**src/rtl/mbox_mem_arb.sv**
```systemverilog
// EBOX / front-end arbiter and sequencer in front of the MBOX backing memory.
// Define MBOX_MEM_ARB_RR_EN for a round-robin tie-break; otherwise EBOX always wins a tie.
module mbox_mem_arb #(
  parameter int ADDR_W = 12,
  parameter int DATA_W = 36,
  parameter int RD_LAT = 1
) (
  input  logic              mboxClk,
  input  logic              RESET,
  input  logic              eboxReq,
  input  logic              eboxWrite,
  input  logic [ADDR_W-1:0] eboxAddr,
  input  logic [DATA_W-1:0] eboxDataW,
  output logic [DATA_W-1:0] eboxDataR,
  output logic              eboxAck,
  input  logic              feReq,
  input  logic              feWrite,
  input  logic [ADDR_W-1:0] feAddr,
  input  logic [DATA_W-1:0] feDataW,
  output logic [DATA_W-1:0] feDataR,
  output logic              feAck,
  output logic [ADDR_W-1:0] memAddr,
  output logic [DATA_W-1:0] memDin,
  input  logic [DATA_W-1:0] memDout,
  output logic              memWe,
  output logic              busy
);

  // state     | meaning
  // ST_IDLE   | no transaction; a winner is latched on the way out
  // ST_ACCESS | latched address/data on the memory bus, memWe for writes
  // ST_WAIT   | RD_LAT cycles of read latency, memDout captured on the last one
  // ST_RESP   | one-cycle ack to the granted requester
  typedef enum logic [1:0] {ST_IDLE, ST_ACCESS, ST_WAIT, ST_RESP} state_t;

  localparam logic [2:0] LAT_LOAD = 3'(RD_LAT);

  state_t     state, state_nxt;
  logic [2:0] cnt, cnt_nxt;
  logic       gnt_fe;
  logic       op_wr;
  logic       grant;
  logic       capture;
  logic       pick_fe;

`ifdef MBOX_MEM_ARB_RR_EN
  logic last_fe;

  always_ff @(posedge mboxClk) begin
    if (RESET) last_fe <= 1'b1;
    else if (grant) last_fe <= pick_fe;
  end

  // On a tie the requester that did not win last time goes next.
  assign pick_fe = feReq && (!eboxReq || !last_fe);
`else
  assign pick_fe = feReq && !eboxReq;
`endif

  always_ff @(posedge mboxClk) begin
    if (RESET) begin
      state <= ST_IDLE;
      cnt   <= '0;
    end else begin
      state <= state_nxt;
      cnt   <= cnt_nxt;
    end
  end

  always_comb begin
    state_nxt = state;
    cnt_nxt   = cnt;
    grant     = 1'b0;
    capture   = 1'b0;
    memWe     = 1'b0;
    busy      = (state != ST_IDLE);
    eboxAck   = 1'b0;
    feAck     = 1'b0;
    case (state)
      ST_IDLE: begin
        if (eboxReq || feReq) begin
          grant     = 1'b1;
          state_nxt = ST_ACCESS;
        end
      end
      ST_ACCESS: begin
        memWe = op_wr;
        if (op_wr) begin
          state_nxt = ST_RESP;
        end else begin
          cnt_nxt   = LAT_LOAD;
          state_nxt = ST_WAIT;
        end
      end
      ST_WAIT: begin
        if (cnt <= 3'd1) begin
          capture   = 1'b1;
          cnt_nxt   = '0;
          state_nxt = ST_RESP;
        end else begin
          cnt_nxt = cnt - 3'd1;
        end
      end
      ST_RESP: begin
        eboxAck   = !gnt_fe;
        feAck     = gnt_fe;
        state_nxt = ST_IDLE;
      end
      default: state_nxt = ST_IDLE;
    endcase
  end

  // memAddr/memDin are the latched request, so they hold until the next grant.
  always_ff @(posedge mboxClk) begin
    if (RESET) begin
      gnt_fe    <= 1'b0;
      op_wr     <= 1'b0;
      memAddr   <= '0;
      memDin    <= '0;
      eboxDataR <= '0;
      feDataR   <= '0;
    end else begin
      if (grant) begin
        gnt_fe  <= pick_fe;
        op_wr   <= pick_fe ? feWrite   : eboxWrite;
        memAddr <= pick_fe ? feAddr    : eboxAddr;
        memDin  <= pick_fe ? feDataW   : eboxDataW;
      end
      if (capture) begin
        if (gnt_fe) feDataR   <= memDout;
        else        eboxDataR <= memDout;
      end
    end
  end

endmodule

```
**config.mk**
```make
export PLATFORM = sky130hd
export DESIGN_NAME = mbox_mem_arb
export DESIGN_NICKNAME = d
export VERILOG_FILES = /design/src/rtl/mbox_mem_arb.sv
export SDC_FILE = /design/constraint.sdc
export NUM_CORES = 1
export LEC_CHECK = 0
export CAP_MARGIN = 20
export CORE_UTILIZATION = 39
export CTS_CLUSTER_DIAMETER = 30
export DETAILED_ROUTE_END_ITERATION = 8
export PLACE_DENSITY_LB_ADDON = 0.25
export SKIP_CTS_REPAIR_TIMING = 1
export SLEW_MARGIN = 20
export SYNTH_ARGS = -nofsm -noshare
export SYNTH_HDL_FRONTEND = slang
export SYNTH_SLANG_ARGS = --single-unit
```
**constraint.sdc**
```tcl
create_clock -name mboxClk -period 2.3 [get_ports mboxClk]
set_input_delay 0.46 -clock mboxClk [delete_from_list [all_inputs] [get_ports mboxClk]]
set_output_delay 0.46 -clock mboxClk [all_outputs]
set_load 0.01 [all_outputs]
```
Yosys cells after proc, flatten, opt, wreduce, memory -nomap -nowiden
Index checks and enable logic that the tools add are counted.
W data, S select, Z words.
{"block": "word_totals", "ff_bits": 127, "input_bits": 138, "out_inout_bits": 124, "wordCells": 45}
{"block": "classes", "n_addsub": 1, "magnitude_cmp": 1, "eq_ne": 6, "mux": 17, "bitwise": 1, "n_reduce_logical": 11}
{"cell": "$mux W36", "count": 1}
{"cell": "$mux W12", "count": 1}
{"cell": "$mux W1", "count": 9}
{"cell": "$pmux W2 S4", "count": 1}
{"cell": "$reduce_and A2 Y1", "count": 4}
{"cell": "$mux W3", "count": 2}
{"cell": "$ne A2 B2 Y1 const B", "count": 3}
{"cell": "$pmux W3 S2", "count": 1}
{"cell": "$eq A2 B2 Y1 const B", "count": 2}
{"cell": "$mux W2", "count": 2}
{"cell": "$reduce_bool A2 Y1", "count": 2}
{"cell": "$le A3 B1 Y1 const B", "count": 1}
{"cell": "$sub A3 B1 Y3 const B", "count": 1}
{"cell": "$eq A2 B1 Y1 const B", "count": 1}
{"cell": "$logic_not A1 Y1", "count": 2}
{"cell": "$logic_not A2 Y1", "count": 1}
{"cell": "$logic_and A1 B1 Y1", "count": 1}
{"cell": "$logic_or A1 B1 Y1", "count": 1}
{"cell": "$not A1 Y1", "count": 1}

Logic depth before layout (Yosys ltp)
Gate-level depths: netlist (run 1).
{"block": "logic_depth", "depth_word": 4, "depth_mapped": 7, "ltp_nobuf": 5}

Least setup slack after synthesis (run 1)
OpenSTA, ideal clock, no wires.
{"block": "synth_timing", "path_type": "reg2reg", "start": "register state[0]", "end": "register eboxDataR[10]", "setup_time_ns": 0.132, "arrival_ns": 1.519, "required_ns": 2.168, "slack_ns": 0.649, "stages_incl_launch_ff": 8, "n_path_buf": 2, "period_less_slack_ns": 1.651, "cell_sequence": "dfxtp_1 > inv_1 > ha_1 > or4b_1 > buf_4 > buf_6 > nand2_1 > a21oi_1"}
{"block": "synth_via", "elab_chain_cells": 3}
{"item": "start, declared", "line_no": "38", "text": "state_t state, state_nxt;"}
{"item": "start signal, assigned", "line_no": "65", "text": "state <= state_nxt;"}
{"item": "$eq A2 B2 Y1", "line_no": "79", "text": "case (state)"}
{"item": "$mux W1", "line_no": "79"}
{"item": "$reduce_and A2 Y1 (no source line)"}
{"item": "end signal, assigned", "line_no": "131", "text": "else eboxDataR <= memDout;"}
{"item": "end, declared", "line_no": "14", "text": "output logic [DATA_W-1:0] eboxDataR,"}
Every way passes these cells.
A chain may end at the register's enable or synchronous reset.

Final worst setup path (run 1)
{"block": "layout_timing", "start": "register state[0]", "end": "output port eboxAck"}
{"block": "layout_via", "elab_chain_cells": 2}
{"item": "$eq A2 B2 Y1", "line_no": "79"}
{"item": "$mux W1", "line_no": "79"}
{"item": "end, declared", "line_no": "15", "text": "output logic eboxAck,"}
Every way passes these cells.

==> flow_summary.toml, run 1 <==
[synth]
syn_avg_cell_area_um2 = 7.785
ys_top_cells_by_area = "dfxtp_1 51%, nand2_1 18%, a21oi_1 7.5%"
synth-seq-cells = 127
post-synth-top-area-cell = "dfxtp_1"
yosysWarnings = 0
syn_nets = 785
synth.cell_area_um2 = 4982
yosysSeqAreaShare = 0.5103
syn_inst = 640
synth.top_cell.area_share = 0.5103
synth_edf_count = 0
synthArstFlopShare = 0
synth_flop_cell = "dfxtp_1"
yosysUniqueCellTypes = 32

[worst_setup_path]
worstPathMaxFanout = 6
crit_path_top_delay_cell = "clkdlybuf4s50_1"
cp_slowest_stage_delay_ns = 0.57
crit_chain = "ha_1, nor2b_1, clkdlybuf4s50_1"
required_ns = 1.84
end_kind = "output port"
start_kind = "flop"
crit_type = "flop to output port"
r2r_slack_ns = 0.46
cp.arrival_ns = 1.64

[power_and_ir_drop]
power_density_nw_per_um2 = 1061
vdd_drop_max_mv = 0.5798
p_leak_nw = 3.073

[clock_network]
cts.htree.levels = 4
cts_tree = "done"
cts-root-buf = "clkbuf_16"
cts_made_buffers = 17
clock_sinks = 127
cts_buffer_depth = 2
clk_pin_slew_ns = 0.06
clk-insertion-delay-late_ns = 0.40

[global_route]
gr-total-overflow = 0
track_usage = 0.2355
grt_pass1_vias = 5167
antenna_found_initial = 0
grt_max_degree = 79
grt_pass1_wl_um = 24410

[placement]
dp_hpwl_um = 10940
place_ws_ns = 0.3021
portBuffers = 261
globalplace.congestion = 0.8374

[final_layout]
utilization = 0.6843
drive_gt1_frac = 0.05817
antenna_cells = 0
layout.nets = 1026
syn_to_final_growth_pct = 67.73

[floorplanning]
core_area_um2 = 12210
io_pins = 262
start_util = 0.4080
die_x_um = 115.0
rows = 40
die_y_um = 115.0
die_area_um2 = 13230

[routing]
route.met3.wl_um = 1239
wl_per_cell_um = 14.62
avgViaCountPerCell = 5.018
detail-route-antenna-nets = 0
totalWireLength_um = 15520
first_iter_violations = 363
top_layer_used = "met4"
dr_wl_met2_um = 7756
drc_errors = 0
first_pass_iters = 4
vias = 5329
wl_met1_um = 6159

[timing]
max_freq_mhz = 476.3
fin_ws_ns = 0.2006
slew_violations = 0
skew_ns = 0.004703
finalHoldViolations = 0
hold_ws_ns = 0.4510
setup_viol = 0
slew_headroom = 0.6894
period_share = 0.9128
rsz0062_at_grt = "no"
worst-slew-pin-transition_ns = 0.4659
finalSetupTns_ns = 0
finalCriticalPeriod_ns = 2.099

[flow_run]
cap_violations = 0

[status]
status = "finished, final reports clean"

[min_path]
hp-class = "flop to flop"
[path summary, 6_finish.rpt]
path                       from             to  depth (start not counted)
setup / recovery       state[0]        eboxAck                          3
hold / removal    eboxDataR[29]  eboxDataR[29]                          2
hold reg to reg   eboxDataR[29]  eboxDataR[29]                          2
setup reg to reg       state[0]  eboxDataR[19]                          6
[power breakdown]
group | internal, mW | switching (mW) | total [mW] | leakage, nW
clock | 1.85 | 0.975 | 2.82 | 0.308
combinational | 1.54 | 1.47 | 3.02 | 1.73
sequential | 2.74 | 0.290 | 3.03 | 1.04
[placed cells by master (no fill, tap or decap), drive strengths merged]
cell and n:
a211oi 1, a21o 1, a21oi 75, a221oi 1
a311oi 1, a31oi 49, a32o 1, and2 2
and4b 1, buf 13, bufinv 4, clkbuf 19
clkdlybuf4s50 258, clkinv 6, clkinvlp 1, dfxtp 127
dlymetal6s2s 2, ha 7, inv 9, nand2 243
nand2b 2, nand3 1, nand4bb 1, nor2b 6
nor3 3, nor4 1, nor4b 1, nor4bb 1
o21a 1, o21ai 52, o22ai 1, or2 1
or3b 1, or4b 1
[critical path, delay by kind of cell, from the launching register on]
kind	cells	cell delay, ns
flip-flops	1	0.38
AND/OR/NAND/NOR	1	0.12
buffers and inverters	1	0.57
adder cells (fa/ha/maj)	1	0.17
[flip-flops by register name, summed over array words and instances (netlist names)]
register   flops
feDataR       36
eboxDataR     36
op_wr          1
state          2
cnt            3
memAddr       12
gnt_fe         1
memDin        36
[cell type report]
class,count,area [um2]
fill,1033,3855
clock buffer,19,442.9
inverter,7,26.28
tap,168,210.2
sequential,127,2545
clock inverter,13,186.4
timing repair buffer,273,2753
multi-input combinational,455,2193
[kinds of logic (layout without fill, tap and decap cells)]
family	count (synthesis)	count (layout)	synth area share
AO/OA/AOI/OAI	183	183	0.2004
buffers and inverters	58	312	0.05475
adder cells (fa/ha/maj)	7	7	0.01758
AND/OR/NAND/NOR	265	265	0.2170
flip-flops	127	127	0.5103
[synthesized netlist by cell type (all sizes together), types with 2 or more instances]
cell	n
o21ai	52
and2	2
dfxtp	127
nor2b	6
clkbuf	28
nand2	243
nor3	3
a21oi	75
ha	7
a31oi	49
buf	23
inv	7
nand2b	2
[through the flow]
stage | power (mW) | cell area, um2 | cells
final | 8.867 | 8357 | 1062
after global routing | 9.355 | 8357 | 1062
after CTS | 8.933 | 8349 | 1062
after detailed placement | 6.077 | 7720 | 1030
after global placement | 5.996 | 7720 | 1030
after floorplan | 4.479 | 4982 | 640
[metal layers]
| metal | vias up | GRT usage |
|---|---|---|
| met5 | - | 0 |
| met4 | 0 | 0.09957 |
| met3 | 26 | 0.08013 |
| met2 | 206 | 0.4104 |
| met1 | 2465 | 0.2618 |
| li1 | 2632 | - |
Note: power is estimated with default switching activity, not from simulation.
==> run 2: changes to the inputs <==
- CORE_UTILIZATION: 39 -> 36
- clock period: 2.3 -> 1.68 ns (I/O delays scaled with it)
==> run 2 against run 1 <==
Effect of this change: combinational power up 46%; die area rose by 8.2%; critical path depth grew 1; via count grew 1.5%; utilization fell by 4.0 points; global-route usage down 1.6 points; critical endpoint is now feAck.
==> flow_summary.toml, run 2 (synthesized netlist as in run 1, its figures left out) <==
[status]
status = "finished, final reports clean"

[power_and_ir_drop]
power_density_nw_per_um2 = 1397
p_leak_nw = 3.548
power_mw = 12.02
vdd_drop_max_mv = 0.8240

[worst_setup_path]
end_kind = "output port"
crit_type = "flop to output port"
worstPathMaxFanout = 4
required_ns = 1.34
cp.arrival_ns = 1.34
start_kind = "flop"

[floorplanning]
die_x_um = 119.6
io_pins = 262
start_util = 0.3733
rows = 42
die_y_um = 119.6
die_area_um2 = 14310
core_area_um2 = 13350

[global_route]
met2_usage = 0.3909
grt_pass1_vias = 5218
gr-total-overflow = 0
grt_max_degree = 65
grt_util_met1 = 0.2351
busiest_layer = "met2"
grt_pass1_wl_um = 24940
met3_usage = 0.08032
track_usage = 0.2198
antenna_found_initial = 0

[placement]
dp_hpwl_um = 11070
place_ws_ns = -0.1257
portBuffers = 261
place_area_um2 = 7890
globalplace.congestion = 0.7717

[final_layout]
reg.largest.list = "eboxDataR: 36 flops, feDataR: 36 flops, memDin: 36 flops"
mostFrequentLayoutCell = "nand2_1"
design_area_um2 = 8603
final_cell_mix = "243 x nand2_1, 230 x clkdlybuf4s50_1, 125 x dfxtp_1, 75 x a21oi_1, 52 x o21ai_0"
syn_to_final_growth_pct = 72.68
fill_cells = 1124
layout.nets = 1042
drive_gt1_frac = 0.08681
antenna_cells = 0

[timing]
period_share = 0.9949
skew_ns = 0.009772
slew_violations = 0
finalHoldViolations = 0
slew_headroom = 0.6666
worst-slew-pin-transition_ns = 0.4949
rsz0062_at_grt = "yes"
max_freq_mhz = 598.3
setup_viol = 0
fin_ws_ns = 0.008554
finalCriticalPeriod_ns = 1.671

[clock_network]
clk_pin_slew_ns = 0.06
cts_made_buffers = 17
cts.htree.levels = 4
cts_buffer_depth = 2
cts-root-buf = "clkbuf_16"
clock_sinks = 127
clk-insertion-delay-late_ns = 0.41
cts_tree = "done"

[routing]
totalWireLength_um = 16180
wl_per_cell_um = 14.89
avgViaCountPerCell = 4.980
detail-route-antenna-nets = 0
first_iter_violations = 265
vias = 5408
first_pass_iters = 5
drc_errors = 0

[min_path]
hp-class = "input port to flop"

[flow_run]
cap_violations = 0
-- run 2: where the power goes --
group	leakage, nW	switching (mW)	internal [mW]
sequential	1.04	0.393	3.76
clock	0.263	1.38	2.08
combinational	2.25	2.10	2.31
-- run 2: worst paths after layout --
path	startpoint	endpoint	slack, ns	depth (start not counted)
worst min-delay path	RESET	eboxDataR[16]	0.30	2
worst max register to register	state[1]	cnt[1]	0.05	6
worst min register to register	feDataR[11]	feDataR[11]	0.45	2
worst max-delay path	state[1]	feAck	0.009	4
-- run 2: area by class of cell --
cell class,instances,area (um2),area share
repair buffers,289,3000,0.3487
flip-flops and latches,127,2550,0.2964
multi-input cells,455,2246,0.2611
clock buffers,20,446.7,0.05192
well taps,176,220.2,0.02560
clock inverters,12,113.9,0.01323
inverters,7,26.28,0.003054
-- run 2: critical path, cell delays in order, from the launching register on --
cell	delay, ns
dfxtp_4	0.36
buf_4	0.14
ha_4	0.14
and2_1	0.14
buf_2	0.14
-- run 2: per-layer routing --
layer  vias to the layer above  routed length (um)
met1                      2484                6259
li1                       2657                   -
met2                       242                8235
met4                         0                 279
met5                         -                   0
met3                        25                1401
-- run 2: metrics by stage --
stage | cells | TNS [ns] | utilization | hold slack (ns)
global route | 1086 | -0.1135 | 0.6445 | 0.3051
CTS | 1083 | -4.091 | 0.6331 | 0.2902
floorplan | 640 | 0 | - | 0.4361
global placement | 1051 | -0.01324 | 0.5911 | 0.4407
detailed placement | 1051 | -2.462 | 0.5911 | 0.4457
finish | 1086 | 0 | 0.6445 | 0.3010
